File: src/rtl/ring_counter_param_if.sv
`default_nettype none
// ============================================================================
// Module   : ring_counter_param_if
// Brief    : Control/status bundle between switch logic and the step counter.
// Revision : 1.0
// ============================================================================
interface ring_counter_param_if #(
   parameter int NBITS = 4
) ();
   localparam int IDXW = $clog2(2 * NBITS);

   logic             en;
   logic             dir;
   logic             mode;
   logic             load;
   logic [IDXW-1:0]  load_pos;
   logic [NBITS-1:0] q;
   logic [IDXW-1:0]  pos;
   logic             tick;
   logic             wrap;
   logic [7:0]       seg;

   modport master (
      output en, dir, mode, load, load_pos,
      input  q, pos, tick, wrap, seg
   );

   modport slave (
      input  en, dir, mode, load, load_pos,
      output q, pos, tick, wrap, seg
   );
endinterface
`default_nettype wire

File: src/rtl/ring_counter_param.sv
`default_nettype none
// ============================================================================
// Module   : ring_counter_param
// Brief    : Ring / Johnson step counter with prescaler, load and position out.
//            Optional macro SEG7_EN adds a hex 7-segment decode of pos.
// Revision : 1.0
// ============================================================================
module ring_counter_param #(
   parameter int NBITS = 4,
   parameter int DIV   = 1
) (
   input  logic                  clk_2,
   input  logic                  reset,
   ring_counter_param_if.slave   bus
);
   localparam int IDXW = $clog2(2 * NBITS);
   localparam int PREW = (DIV > 1) ? $clog2(DIV) : 1;

   localparam logic [PREW-1:0] PRE_LAST  = PREW'(DIV - 1);
   localparam logic [IDXW-1:0] RING_LAST = IDXW'(NBITS - 1);
   localparam logic [IDXW-1:0] JOHN_LAST = IDXW'(2 * NBITS - 1);

   logic [NBITS-1:0] q_q,    q_d;
   logic [IDXW-1:0]  pos_q,  pos_d;
   logic [PREW-1:0]  pre_q,  pre_d;
   logic             mode_q, mode_d;
   logic             tick_q, tick_d;
   logic             wrap_q, wrap_d;

   logic [IDXW-1:0]  pos_last;
   logic             load_ok;

   // Canonical state vector for a position: one-hot in ring mode, a run of
   // ones growing from the LSB then shrinking toward the MSB in Johnson mode.
   function automatic logic [NBITS-1:0] canon(input logic jmode,
                                              input logic [IDXW-1:0] p);
      logic [NBITS-1:0] r;
      int               pi;
      pi = int'(p);
      r  = '0;
      for (int i = 0; i < NBITS; i++) begin
         if (!jmode)
            r[i] = (i == pi);
         else if (pi <= NBITS)
            r[i] = (i < pi);
         else
            r[i] = (i >= pi - NBITS);
      end
      return r;
   endfunction

   always_comb begin
      pos_last = mode_q ? JOHN_LAST : RING_LAST;
      load_ok  = bus.load && (bus.load_pos <= pos_last);
   end

   always_comb begin
      q_d    = q_q;
      pos_d  = pos_q;
      pre_d  = pre_q;
      mode_d = mode_q;
      tick_d = 1'b0;
      wrap_d = 1'b0;

      if (bus.mode != mode_q) begin
         mode_d = bus.mode;
         pre_d  = '0;
         pos_d  = '0;
         q_d    = bus.mode ? '0 : NBITS'(1);
      end else if (load_ok) begin
         pos_d = bus.load_pos;
         q_d   = canon(mode_q, bus.load_pos);
         pre_d = '0;
      end else if (bus.en) begin
         if (pre_q == PRE_LAST) begin
            pre_d  = '0;
            tick_d = 1'b1;
            // The bit wrapping around is inverted only in Johnson mode.
            if (!bus.dir) begin
               q_d = {q_q[NBITS-2:0], q_q[NBITS-1] ^ mode_q};
               if (pos_q == pos_last) begin
                  pos_d  = '0;
                  wrap_d = 1'b1;
               end else begin
                  pos_d = pos_q + IDXW'(1);
               end
            end else begin
               q_d = {q_q[0] ^ mode_q, q_q[NBITS-1:1]};
               if (pos_q == '0) begin
                  pos_d  = pos_last;
                  wrap_d = 1'b1;
               end else begin
                  pos_d = pos_q - IDXW'(1);
               end
            end
         end else begin
            pre_d = pre_q + PREW'(1);
         end
      end
   end

   always_ff @(posedge clk_2 or posedge reset) begin
      if (reset) begin
         q_q    <= NBITS'(1);
         pos_q  <= '0;
         pre_q  <= '0;
         mode_q <= 1'b0;
         tick_q <= 1'b0;
         wrap_q <= 1'b0;
      end else begin
         q_q    <= q_d;
         pos_q  <= pos_d;
         pre_q  <= pre_d;
         mode_q <= mode_d;
         tick_q <= tick_d;
         wrap_q <= wrap_d;
      end
   end

   assign bus.q    = q_q;
   assign bus.pos  = pos_q;
   assign bus.tick = tick_q;
   assign bus.wrap = wrap_q;

`ifdef SEG7_EN
   logic [3:0] hex_nib;
   logic [6:0] seg7;

   always_comb begin
      hex_nib = 4'(pos_q);
      seg7    = 7'h00;
      case (hex_nib)
         4'h0: seg7 = 7'h3F;
         4'h1: seg7 = 7'h06;
         4'h2: seg7 = 7'h5B;
         4'h3: seg7 = 7'h4F;
         4'h4: seg7 = 7'h66;
         4'h5: seg7 = 7'h6D;
         4'h6: seg7 = 7'h7D;
         4'h7: seg7 = 7'h07;
         4'h8: seg7 = 7'h7F;
         4'h9: seg7 = 7'h6F;
         4'hA: seg7 = 7'h77;
         4'hB: seg7 = 7'h7C;
         4'hC: seg7 = 7'h39;
         4'hD: seg7 = 7'h5E;
         4'hE: seg7 = 7'h79;
         default: seg7 = 7'h71;
      endcase
   end

   assign bus.seg = {bus.dir, seg7};
`else
   assign bus.seg = 8'h00;
`endif

endmodule
`default_nettype wire

File: src/flat_wrapper.sv
// flat-port wrapper written by rule: the top's interface ports become plain ports
module ring_counter_param_flat 
#(
   parameter int NBITS = 4,
   parameter int DIV   = 1
)
  (clk_2, reset, bus_en, bus_dir, bus_mode, bus_load, bus_load_pos, bus_q, bus_pos, bus_tick, bus_wrap, bus_seg);
  ring_counter_param_if #(.NBITS(NBITS)) bus_i ();
  input  logic clk_2;
  input  logic reset;
  input wire logic [$bits(bus_i.en)-1:0] bus_en;
  input wire logic [$bits(bus_i.dir)-1:0] bus_dir;
  input wire logic [$bits(bus_i.mode)-1:0] bus_mode;
  input wire logic [$bits(bus_i.load)-1:0] bus_load;
  input wire logic [$bits(bus_i.load_pos)-1:0] bus_load_pos;
  output wire logic [$bits(bus_i.q)-1:0] bus_q;
  output wire logic [$bits(bus_i.pos)-1:0] bus_pos;
  output wire logic [$bits(bus_i.tick)-1:0] bus_tick;
  output wire logic [$bits(bus_i.wrap)-1:0] bus_wrap;
  output wire logic [$bits(bus_i.seg)-1:0] bus_seg;
  assign bus_i.en = bus_en;
  assign bus_i.dir = bus_dir;
  assign bus_i.mode = bus_mode;
  assign bus_i.load = bus_load;
  assign bus_i.load_pos = bus_load_pos;
  assign bus_q = bus_i.q;
  assign bus_pos = bus_i.pos;
  assign bus_tick = bus_i.tick;
  assign bus_wrap = bus_i.wrap;
  assign bus_seg = bus_i.seg;
  ring_counter_param #(.NBITS(NBITS), .DIV(DIV)) u_core (.clk_2(clk_2), .reset(reset), .bus(bus_i));
endmodule
File: config.mk
export PLATFORM = sky130hd
export DESIGN_NAME = ring_counter_param_flat
export DESIGN_NICKNAME = d
export VERILOG_FILES = /design/src/rtl/ring_counter_param_if.sv /design/src/rtl/ring_counter_param.sv /design/src/flat_wrapper.sv
export SDC_FILE = /design/constraint.sdc
export NUM_CORES = 1
export LEC_CHECK = 0
export CAP_MARGIN = 5
export CORE_MARGIN = 5
export CORE_UTILIZATION = 43
export CTS_CLUSTER_DIAMETER = 80
export CTS_CLUSTER_SIZE = 10
export DETAILED_ROUTE_END_ITERATION = 12
export GPL_ROUTABILITY_DRIVEN = 0
export PLACE_DENSITY_LB_ADDON = 0.3
export SLEW_MARGIN = 20
export SYNTH_ARGS = -nofsm -noshare
export SYNTH_HDL_FRONTEND = slang
export SYNTH_SLANG_ARGS = --single-unit
File: constraint.sdc
create_clock -name clk_2 -period 1.8 [get_ports clk_2]
set_clock_uncertainty 0.1 [all_clocks]
set_input_delay 0.45 -clock clk_2 [delete_from_list [all_inputs] [get_ports clk_2]]
set_output_delay 0.45 -clock clk_2 [all_outputs]
set_load 0.01 [all_outputs]
# Word-level counts from Yosys, hierarchy flattened
# Cells that the tools add are included.
# word_totals
ff_bits	11
in_bits	9
out_inout_bits	17
wordCells	70
# op_classes
addsub	4
order_cmp	10
eq_ne	6
muxes	37
n_bitwise	2
n_reduce_logical	5
# ops
op	count
3-bit by 32-bit greater-or-equal comparator with 1-bit output (first input constant)	2
1-bit by 32-bit greater-or-equal comparator with 1-bit output (first input constant)	1
2-bit by 32-bit greater-or-equal comparator with 1-bit output (first input constant)	1
1-bit two-way mux	24
3-bit two-way mux	8
4-bit two-way mux	5
3-bit == test (first input constant)	2
3-bit zero test	2
1-bit by 3-bit less-than comparator with 1-bit output (first input constant)	2
2-bit by 3-bit less-than comparator with 1-bit output (first input constant)	2
3-bit by 3-bit subtractor with 4-bit output (second input constant)	1
3-bit by 1-bit adder with 3-bit output (second input constant)	1
2-bit by 3-bit == test with 1-bit output (first input constant)	1
3-bit == test	1
3-bit less-or-equal comparator	1
3-bit less-or-equal comparator (second input constant)	1
3-bit inequality test (second input constant)	1
3-bit nonzero test	1
3-bit by 1-bit subtractor with 3-bit output (second input constant)	1
2-bit AND reduction	1
1-bit bitwise XOR	2
1-bit adder (second input constant)	1
1-bit logical AND	1
1-bit inequality test	1

# Depth between registers and ports, before layout
# Gate-level depths: netlist of the first run.
# logic_depth
word_depth	8
mapped_depth	7
ltp_nobuf	7

# Least setup slack after synthesis of the first run
# OpenSTA, ideal clock, no wires.
# synth_path
path_kind	reg2reg
startpoint	reg u_core.mode_q
endpoint	reg u_core.q_q[1], in the netlist u_core.bus.q[1]
setup_ns	0.127
arrival_ns	1.584
required_ns	1.573
slack_ns	-0.011
stages_incl_launch_ff	8
n_path_buf	1
synth_period_minus_slack_ns	1.811
path_cell_list	dfrtp_1 buf_4 inv_1 ha_1 and3_4 o21ai_4 mux2i_1 o22ai_1
# synth_between
elab_chain_cells	5
elab_cells_between_ends	10
classes_between	order compare: 1; eq/ne: 2; mux: 4; reduce/logical: 3
# synth_rtl
item	line_no	rtl
start: declaration	ring_counter_param.sv:26	logic mode_q, mode_d;
start signal: assignment	ring_counter_param.sv:114	mode_q <= mode_d;
3-bit two-way mux	ring_counter_param.sv:53	pos_last = mode_q ? JOHN_LAST : RING_LAST;
3-bit less-or-equal comparator	ring_counter_param.sv:54	load_ok = bus.load && (bus.load_pos <= pos_last);
1-bit logical AND	ring_counter_param.sv:54	
3-bit inequality test (no line) (tied with other cells)	n/a	
2-bit AND reduction (no line) / 4-bit two-way mux (equally long branches)	n/a	
end signal: assignment	ring_counter_param.sv:111	q_q <= q_d;
end: declaration	ring_counter_param.sv:23	logic [NBITS-1:0] q_q, q_d;
# Parallel ways exist; a longest one is shown, timed or not.
# A chain may end at the register's enable or synchronous reset.

# Worst setup path in the final report of the first run
# layout_path
startpoint	reg u_core.pos_q[1], in the netlist u_core.bus.pos[1]
endpoint	reg u_core.pos_q[2], in the netlist u_core.bus.pos[2]
# layout_between
elab_chain_cells	7
elab_cells_between_ends	11
classes_between	add/sub: 2; eq/ne: 1; mux: 7; reduce/logical: 1
# layout_rtl
item	line_no	rtl
start: declaration	ring_counter_param.sv:24	logic [IDXW-1:0] pos_q, pos_d;
start signal: assignment	ring_counter_param.sv:112	pos_q <= pos_d;
3-bit by 1-bit adder with 3-bit output (tied with other cells)	ring_counter_param.sv:85	pos_d = pos_q + IDXW'(1);
3-bit two-way mux, on equally long branches	ring_counter_param.sv:81, ring_counter_param.sv:89	
3-bit two-way mux *	ring_counter_param.sv:79	if (!bus.dir) begin
3-bit two-way mux *	ring_counter_param.sv:75	if (pre_q == PRE_LAST) begin
3-bit two-way mux *	ring_counter_param.sv:74	end else if (bus.en) begin
3-bit two-way mux *	ring_counter_param.sv:70	end else if (load_ok) begin
3-bit two-way mux *	ring_counter_param.sv:65	if (bus.mode != mode_q) begin
# Every way passes the cells marked *; elsewhere a longest branch is shown, timed or not. The select of a mux whose other input is x is not followed.

==> results of run 1 <==
-- final cells by class --
type	instances	area [sq um]
Multi-Input combinational cell	82	643.1
Timing Repair Buffer	40	340.3
Fill cell	199	808.3
Clock buffer	4	36.28
Inverter	9	33.78
Sequential cell	10	251.5
Tap cell	28	35.03
-- flip-flops by register name, summed over array words and instances (netlist names) --
| register | count |
|---|---|
| u_core.bus.pos | 3 |
| u_core.bus.q | 4 |
| u_core.bus.tick | 1 |
| u_core.bus.wrap | 1 |
| u_core.mode_q | 1 |
-- worst reg2reg max path: cells and delay by family (launching register included) --
kind,cells,cell delay [ns]
buffers and inverters,1,0.05
AO/OA/AOI/OAI,3,0.40
adder cells (fa/ha/maj),2,0.38
flip-flops,1,0.36
AND/OR/NAND/NOR,1,0.39
-- where the power goes --
group	leakage [nW]	switching [W]	internal, W
combinational	0.498	0.000161	0.000176
sequential	0.128	0.0000160	0.000248
clock	0.0210	0.0000839	0.000123
-- repair_timing --
action,4_1_cts,5_1_grt
resized for setup,8,9
pin swaps,1,6
setup endpoints to repair,13,4
setup buffers,1,0
-- Yosys cell counts (all sizes together), types with 3 or more instances --
library cell	instances	area, sq um
a21oi	9	45.04
buf	12	88.83
dfrtp	9	225.2
ha	7	87.58
inv	8	30.03
mux2i	5	50.05
nand2	9	33.78
nand2b	4	25.02
nor2	5	18.77
o211ai	3	22.52
xnor2	4	35.03
-- layer usage --
metal / GRT usage / part of all wire / up-vias
met1: 0.1512 / 0.41 / 401
met2: 0.2692 / 0.53 / 21
met4: 0.07947 / 0.023 / 0
li1: - / - / 439
met3: 0.02489 / 0.044 / 5
met5: 0 / 0 / -
-- cells by family (layout without fill, tap and decap cells) --
family	count (synthesis)	after routing
adder cells (fa/ha/maj)	7	7
XOR/XNOR	6	6
flip-flops	10	10
other	1	8
AO/OA/AOI/OAI	27	27
AND/OR/NAND/NOR	29	29
multiplexers	5	5
buffers and inverters	22	53
-- per-stage QoR --
| step | power [W] | TNS (ns) |
|---|---|---|
| after floorplan | 0.0004526 | 0 |
| after global placement | 0.0005738 | -3.002 |
| after detailed placement | 0.0005830 | -3.818 |
| after CTS | 0.0007890 | 0 |
| after global routing | 0.0008662 | -0.02436 |
| final | 0.0008076 | 0 |
-- worst min path at each step --
stage	start	to	slack, ns	depth (start not counted)
floorplan	reset	u_core.bus.pos[0]$_DFFE_PP0P_	0.19	1
global placement	u_core.mode_q$_DFFE_PP0N_	u_core.bus.q[0]$_DFFE_PP1P_	0.47	2
detailed placement	u_core.mode_q$_DFFE_PP0N_	u_core.bus.q[0]$_DFFE_PP1P_	0.47	2
CTS	reset	u_core.bus.q[1]$_DFFE_PP0P_	0.38	2
global route	reset	u_core.bus.wrap$_DFF_PP0_	0.39	2
finish	reset	u_core.bus.tick$_DFF_PP0_	0.36	2
==> impl_metrics.csv, run 1 <==
group,metric,value,unit
clock_network,cts_tree,"built",
yosys,synth_edf_count,0,
finish,final_common_cell,"buf_4",
die,coreArea,0.002148,sq mm
grt,grt_util_all_layers,0.1443,
die,die_h,56.97,um
place,place_hpwl,1.830,mm
die,io_pins,26,
power,p_per_area,602.7,mW/mm^2
die,die_w,56.97,um
clock_network,htreeDepth,1,
die,die-area,0.003245,sq mm
sta,worst_hold_slack,0.3596,ns
worst_setup_path,cp_slowest_cell,"or3b_4",
clock_network,cts_sinks,10,
yosys,syn_avg_cell_area,8.864,sq um
yosys,yosys-mux-area-fraction,0.05277,
worst_setup_path,cp-start-kind,"flop",
worst_setup_path,critical_path_class,"flop to flop",
finish,final_cell_mix,"buf_4, a21oi_1, nand2_1, clkdlybuf4s50_1, dfrtp_1",
grt,grt_max_degree,12,
finish,fin_nets,162,
sta,min_period_over_period,0.9672,
drt,drt_drc_violations_left,0,
drt,first_pass_iters,4,
sta,slew_viol_final,0,
yosys,synthSimpleGateAreaFrac,0.1755,
finish,final_core_util,0.6238,
worst_setup_path,cp.arrival,1.84,ns
worst_setup_path,rr_worst_depth,7,
yosys,ys_warn_count,0,
yosys,synth_top_family_by_area,"compound AO/OA/AOI/OAI gates",
worst_setup_path,worstSetupEndpoint,"u_core.bus.pos[2]$_DFFE_PP0P_",
drt,drt-initial-drc-count,21,
drt,vias_per_cell,5.006,
place,pre_cts_ws,-0.4827,ns
sta,period_minus_slack,1.741,ns
yosys,synth_flop_cell,"dfrtp_1",
flow_run,cap_violations,0,
worst_setup_path,startpoint,"u_core.bus.pos[1]$_DFFE_PP0P_",
yosys,syn-cell-area,948.4,sq um
worst_setup_path,rr_endpoint,"u_core.bus.pos[2]$_DFFE_PP0P_",
grt,overflow,0,
worst_setup_path,crit_cells,7,
yosys,synth_xor_area_frac,0.05541,
drt,num_vias,866,
place,placed_area,0.001252,sq mm
worst_setup_path,slowest_delay,0.38,ns
worst_setup_path,cp.buffers_inverters,1,
clock_network,numCtsBuffers,3,
finish,antennaDiodeCount,0,
drt,final_antenna_net_count,0,
clock_network,root_buffer,"clkbuf_4",
worst_setup_path,crit_family,"compound AO/OA/AOI/OAI gates",
finish,final_cell_area,0.001340,sq mm
clock_network,hold_buffers,0,
finish,drive_gt1_frac,0.2828,
sta,setup_ws,0.05912,ns
yosys,yosys.area_share.adder,0.09235,
worst_setup_path,cp-end-kind,"flop",
die,start_util,0.4415,
worst_setup_path,crit_required,1.90,ns
finish,stdcell_count,173,
worst_setup_path,worst-path-max-fanout,2,
yosys,synth_cell_types,40,
place,dp_cells,168,
sta,fmax,574.4,MHz
clock_network,cts_buffer_depth,2,
yosys,synth_cells,107,
yosys,ys_ff_latch,10,
worst_setup_path,crit_path_frequent_cell,"ha_4",
clock_network,clkLatencyLatePin,0.27,ns
yosys,async_flop_share,1.000,
hold_path,hold_path_class,"input port to asynchronous set/reset pin",
power,ir_worst_vdd,0.3543,mV
drt,wl_per_cell,13.07,um
finish,syn_to_final_growth,41.29,%
sta,setup_viol,0,
grt,antenna_found_initial,0,
sta,rsz0062_at_grt,"yes",
sta,hold_viol_final,0,
clock_network,path_clk_slew,0.07,ns
worst_setup_path,r2r_slack,0.06,ns
grt,grt_pass1_wl,3.643,mm
power,p_leak,0.6470,nW
drt,wl,2.261,mm
die,rows,17,
worst_setup_path,worstPathCellList,"inv_2, ha_4, ha_4, or3b_4, o311ai_2, o221ai_1, a21oi_1",
grt,grt_pass1_vias,846,
yosys,synth_compound_area_frac,0.2216,
place,port_buffers,17,
outcome,status,"completed",
yosys,seq_area_frac_synth,0.2652,
worst_setup_path,timing.rr.start,"u_core.bus.pos[1]$_DFFE_PP0P_",
No activity file was read; power rests on OpenSTA's default activity.
==> run 2, diff against run 1 <==
--- a/config.mk
+++ b/config.mk
@@ -5,15 +5,15 @@
 export SDC_FILE = /design/constraint.sdc
 export NUM_CORES = 1
 export LEC_CHECK = 0
-export CAP_MARGIN = 5
+export CAP_MARGIN = 20
 export CORE_MARGIN = 5
 export CORE_UTILIZATION = 43
 export CTS_CLUSTER_DIAMETER = 80
 export CTS_CLUSTER_SIZE = 10
 export DETAILED_ROUTE_END_ITERATION = 12
 export GPL_ROUTABILITY_DRIVEN = 0
-export PLACE_DENSITY_LB_ADDON = 0.3
-export SLEW_MARGIN = 20
+export PLACE_DENSITY = 0.79
+export SLEW_MARGIN = 15
 export SYNTH_ARGS = -nofsm -noshare
 export SYNTH_HDL_FRONTEND = slang
 export SYNTH_SLANG_ARGS = --single-unit
==> run 2 against run 1 <==
Net effect: register-to-register slack barely moved; cell count rose by 1.2%; final area up 2.1%; via count is 4.6% higher; clock power barely moved; sequential cell count unchanged; die area unchanged; critical endpoint is now bus_q[2]; critical path depth fell by 6; sequential share of layout area decreased by 0.39 points.
==> impl_metrics.csv, run 2 (synthesized netlist as in run 1, its figures left out) <==
group,metric,value,unit
clock_network,cts_sinks,10,
die,die-area,0.003245,sq mm
worst_setup_path,critical_path_class,"flop to output port",
sta,fmax,563.7,MHz
drt,wl_met1,1.030,mm
grt,antenna_found_initial,0,
worst_setup_path,crit_required,1.25,ns
sta,rsz0062_at_grt,"yes",
worst_setup_path,crit_family,"buffers and inverters",
drt,wl_per_cell,14.55,um
finish,drive_gt1_frac,0.2993,
drt,first_pass_iters,5,
grt,grt_max_degree,12,
place,dp_cells,165,
clock_network,clkLatencyLatePin,0.27,ns
grt,overflow,0,
hold_path,hold_path_class,"input port to asynchronous set/reset pin",
finish,final_cell_mix,"buf_4, clkdlybuf4s50_1, a21oi_1, nand2_1, dfrtp_1",
finish,stdcell_count,175,
clock_network,hold_buffers,0,
sta,setup_viol,0,
place,port_buffers,17,
die,io_pins,26,
finish,antennaDiodeCount,0,
clock_network,htreeDepth,1,
flow_run,cap_violations,0,
worst_setup_path,worst-path-max-fanout,4,
worst_setup_path,cp.arrival,1.22,ns
drt,num_vias,906,
clock_network,path_clk_slew,0.07,ns
sta,slew_viol_final,0,
die,coreArea,0.002148,sq mm
sta,setup_tns,0,ns
grt,grt_pass1_wl,3.843,mm
sta,period_minus_slack,1.774,ns
clock_network,numCtsBuffers,3,
worst_setup_path,cp.buffers_inverters,1,
finish,final_common_cell,"buf_4",
place,place_hpwl,1.770,mm
sta,setup_ws,0.02607,ns
drt,final_antenna_net_count,0,
power,p_per_area,606.5,mW/mm^2
sta,worst_hold_slack,0.3496,ns
worst_setup_path,cp_slowest_cell,"clkdlybuf4s50_1",
sta,min_period_over_period,0.9855,
die,die_h,56.97,um
clock_network,root_buffer,"clkbuf_4",
finish,largest_reg_flops,4,
worst_setup_path,slowest_delay,0.55,ns
drt,drt-initial-drc-count,15,
outcome,status,"completed",
power,power,0.0008301,W
power,ir_worst_vdd,0.3064,mV
drt,dr_wl_met3,102,um
die,die_w,56.97,um
worst_setup_path,cp-start-kind,"flop",
drt,wl,2.546,mm
die,start_util,0.4415,
drt,highest_layer,"met4",
place,pre_cts_ws,-0.4474,ns
finish,fin_nets,164,
clock_network,cts_buffer_depth,2,
sta,hold_viol_final,0,
worst_setup_path,worstPathCellList,"clkdlybuf4s50_1",
grt,grt_pass1_vias,877,
drt,drt_drc_violations_left,0,
power,p_leak,0.6350,nW
die,rows,17,
clock_network,cts_tree,"built",
worst_setup_path,cp-end-kind,"output port",
drt,dr_wl_met2,1.366,mm
finish,syn_to_final_growth,44.33,%
drt,vias_per_cell,5.177,
grt,grt_util_all_layers,0.1533,
run 2: metrics by stage:
stage / instance area [sq um] / utilization
6_report: 1369 / 0.6372
5_1_grt: 1369 / 0.6372
4_1_cts: 1299 / 0.6045
3_5_place_dp: 1230 / 0.5725
3_3_place_gp: 1230 / 0.5725
2_1_floorplan: 974.7 / -
run 2: where the power goes:
| group | internal, W | switching [W] |
|---|---|---|
| clock | 0.000123 | 0.0000840 |
| sequential | 0.000248 | 0.0000161 |
| combinational | 0.000185 | 0.000173 |
run 2: final timing paths:
path / cells after the start / slack (ns) / endpoint / start
max reg2reg: 7 / 0.05 / u_core.bus.pos[2]$_DFFE_PP0P_ / u_core.bus.pos[0]$_DFFE_PP0P_
max: 1 / 0.03 / bus_q[2] / u_core.bus.q[2]$_DFFE_PP0P_
min reg2reg: 3 / 0.58 / u_core.bus.q[0]$_DFFE_PP1P_ / u_core.mode_q$_DFFE_PP0N_
min: 2 / 0.35 / u_core.bus.q[3]$_DFFE_PP0P_ / reset
min in group clk_2: 4 / 0.52 / u_core.bus.pos[1]$_DFFE_PP0P_ / bus_load_pos[1]
max in group asynchronous: 2 / 0.94 / u_core.bus.q[0]$_DFFE_PP1P_ / reset
run 2: area by class of cell:
class,count,area (sq um)
clock buffer,4,36.28
sequential,10,251.5
inverter,9,35.03
multi-input combinational,83,660.6
tap,28,35.03
fill,197,779.5
timing repair buffer,41,350.3
run 2: metal layers:
metal	vias up	global-route usage
li1	440	-
met1	434	0.1625
met2	28	0.2773
met3	4	0.02262
met4	0	0.1026
met5	-	0
run 2: timing repair:
| item | CTS | global route |
|---|---|---|
| gates cloned | 1 | 0 |
| setup buffers | 2 | 3 |
| gates resized for setup | 10 | 8 |
| setup endpoints to repair | 13 | 6 |
| pin swaps | 3 | 5 |
| endpoints found under the hold margin | 0 | 0 |
==> run 3, diff against run 2 <==
--- a/config.mk
+++ b/config.mk
@@ -7,12 +7,14 @@
 export LEC_CHECK = 0
 export CAP_MARGIN = 20
 export CORE_MARGIN = 5
-export CORE_UTILIZATION = 43
+export CORE_UTILIZATION = 45
+export CTS_BUF_LIST = sky130_fd_sc_hd__clkbuf_4
 export CTS_CLUSTER_DIAMETER = 80
 export CTS_CLUSTER_SIZE = 10
 export DETAILED_ROUTE_END_ITERATION = 12
 export GPL_ROUTABILITY_DRIVEN = 0
-export PLACE_DENSITY = 0.79
+export GPL_TIMING_DRIVEN = 0
+export PLACE_DENSITY = 0.81
 export SLEW_MARGIN = 15
 export SYNTH_ARGS = -nofsm -noshare
 export SYNTH_HDL_FRONTEND = slang
==> run 3 against run 2 <==
Net effect: largest cell class unchanged; sequential share of layout area increased by 0.58 points; final area decreased by 2.6%; largest power group unchanged; routed wire length decreased by 9.0%; register-to-register slack about the same; the run now ends with setup timing left.
==> impl_metrics.csv, run 3 (synthesized netlist as in run 1, its figures left out) <==
group,metric,value,unit
outcome,status,"finished, violations left",
outcome,violations,"setup timing",
finish,final_cell_mix,"buf_4, clkdlybuf4s50_1, a21oi_1, nand2_1",
finish,fin_nets,158,
drt,vias_per_cell,5.149,
finish,antennaDiodeCount,0,
drt,final_antenna_net_count,0,
die,die-area,0.003126,sq mm
drt,num_vias,865,
drt,dr_wl_met2,1.120,mm
drt,drt-initial-drc-count,17,
worst_setup_path,r2r_slack,0.04,ns
finish,final_core_util,0.6730,
clock_network,cts_tree,"built",
finish,final_common_cell,"buf_4",
finish,drive_gt1_frac,0.2837,
die,start_util,0.4785,
sta,setup_viol,1,
drt,highest_layer,"met4",
power,swShare,0.3297,
worst_setup_path,crit_path_frequent_cell,"a21oi_1",
flow_run,cap_violations,0,
worst_setup_path,rr_worst_depth,7,
grt,grt_pass1_wl,3.836,mm
place,place_hpwl,1.576,mm
worst_setup_path,crit_required,1.89,ns
die,die_w,55.91,um
worst_setup_path,cp-start-kind,"input port",
sta,period_minus_slack,1.803,ns
worst_setup_path,slowest_delay,0.47,ns
clock_network,cts_sinks,10,
finish,syn_to_final_growth,40.63,%
finish,stdcell_count,168,
grt,grt_util_all_layers,0.1517,
clock_network,cts_buffer_depth,2,
drt,first_pass_iters,4,
worst_setup_path,cp_slowest_cell,"clkdlybuf4s50_1",
worst_setup_path,cp-end-kind,"flop",
die,rows,16,
grt,grt_pass1_vias,847,
power,p_per_area,581.7,mW/mm^2
sta,hold_viol_final,0,
die,die_h,55.91,um
drt,wl_per_cell,13.79,um
drt,wl_met1,1.038,mm
clock_network,htreeDepth,1,
worst_setup_path,timing.rr.start,"u_core.bus.pos[1]$_DFFE_PP0P_",
grt,grt_max_degree,11,
power,p_leak,0.6156,nW
worst_setup_path,rr_endpoint,"u_core.bus.pos[2]$_DFFE_PP0P_",
finish,final.fill_count,176,
sta,min_period_over_period,1.002,
hold_path,hold_path_class,"input port to asynchronous set/reset pin",
sta,slew_viol_final,0,
drt,drt_drc_violations_left,0,
worst_setup_path,worst-path-max-fanout,10,
grt,overflow,0,
place,port_buffers,17,
clock_network,clkLatencyLatePin,0.26,ns
worst_setup_path,cp.arrival,1.90,ns
power,seqPwrFrac,0.351,
power,p_int,0.0005201,W
drt,dr_wl_met3,132,um
power,comb_power_share,0.419,
clock_network,numCtsBuffers,3,
sta,setup_ws,-0.002716,ns
clock_network,root_buffer,"clkbuf_4",
power,p_sw,0.0002558,W
worst_setup_path,critical_path_class,"input port to flop",
worst_setup_path,worstPathCellList,"clkdlybuf4s50_1, buf_6, or3b_1, a21oi_1, o221ai_1, a21oi_1",
die,io_pins,26,
clock_network,path_clk_slew,0.07,ns
finish,largest_reg_flops,4,
die,coreArea,0.001982,sq mm
grt,antenna_found_initial,0,
drt,wl,2.317,mm
power,p_clk_frac,0.230,
place,dp_cells,158,
sta,rsz0062_at_grt,"yes",
sta,fmax,554.7,MHz
clock_network,hold_buffers,0,
power,ir_worst_vdd,0.2794,mV
-- run 3: changes by cell type in the layout (fill, tap and decap cells not counted), moves of 2 or more --
cell	change
buf_4	-10
inv_1	-2
ha_4	+2
dlygate4sd2_1	-4
buf_6	+2
-- run 3: worst max-delay path: cells and delay by family --
| family | cells | cell delay, ns |
|---|---|---|
| compound gates | 3 | 0.46 |
| simple gates | 1 | 0.34 |
| buf+inv | 2 | 0.64 |
-- run 3: worst max path at each step --
stage                                        startpoint                            end  slack, ns
final                                           bus_dir  u_core.bus.pos[2]$_DFFE_PP0P_     -0.003
after global routing      u_core.bus.pos[1]$_DFFE_PP0P_  u_core.bus.pos[2]$_DFFE_PP0P_      -0.06
after CTS                 u_core.bus.pos[0]$_DFFE_PP0P_  u_core.bus.pos[2]$_DFFE_PP0P_      -0.02
after detailed placement                bus_load_pos[2]    u_core.bus.q[2]$_DFFE_PP0P_      -0.61
after global placement                  bus_load_pos[2]    u_core.bus.q[2]$_DFFE_PP0P_      -0.54
after floorplan               u_core.mode_q$_DFFE_PP0N_    u_core.bus.q[1]$_DFFE_PP0P_      0.004
-- run 3: area by class of cell --
class	instances	area [sq um]	share of cell area
multi-input combinational	83	670.6	0.5028
sequential	10	252.7	0.1895
timing repair buffer	22	206.4	0.1548
buffer	13	102.6	0.07692
inverter	9	37.54	0.02814
tap	27	33.78	0.02533
clock buffer	4	30.03	0.02251
-- run 3: power groups by stage --
stage	Clock [W]	Combinational [W]	Sequential, W
3_5_place_dp	0	0.000277	0.000276
2_1_floorplan	0	0.000171	0.000282
5_1_grt	0.000190	0.000360	0.000276
6_report	0.000178	0.000325	0.000272
3_3_place_gp	0	0.000270	0.000274
4_1_cts	0.000179	0.000303	0.000271
-- run 3: timing repair --
item	4_1_cts	5_1_grt
gates cloned	1	0
setup buffers	3	2
resized for setup	14	12
pin swaps	5	6
endpoints found under the setup margin	9	10
-- run 3: routing by layer --
layer / global-route usage / vias up
met2: 0.2517 / 19
met4: 0.06102 / 0
met3: 0.04408 / 2
met1: 0.1832 / 412
li1: - / 432
met5: 0 / -
-- run 3: through the flow --
| step | power (W) | worst slack (ns) | setup TNS (ns) | instance area [sq um] | hold slack (ns) |
|---|---|---|---|---|---|
| floorplan | 0.0004526 | 0.004171 | 0 | 974.7 | 0.1895 |
| global placement | 0.0005441 | -0.5367 | -3.322 | 1179 | 0.5354 |
| detailed placement | 0.0005530 | -0.6126 | -3.639 | 1179 | 0.5355 |
| CTS | 0.0007530 | -0.02075 | -0.02075 | 1282 | 0.3847 |
| global route | 0.0008254 | -0.05578 | -0.08217 | 1334 | 0.4281 |
| finish | 0.0007759 | -0.002716 | -0.002716 | 1334 | 0.3781 |
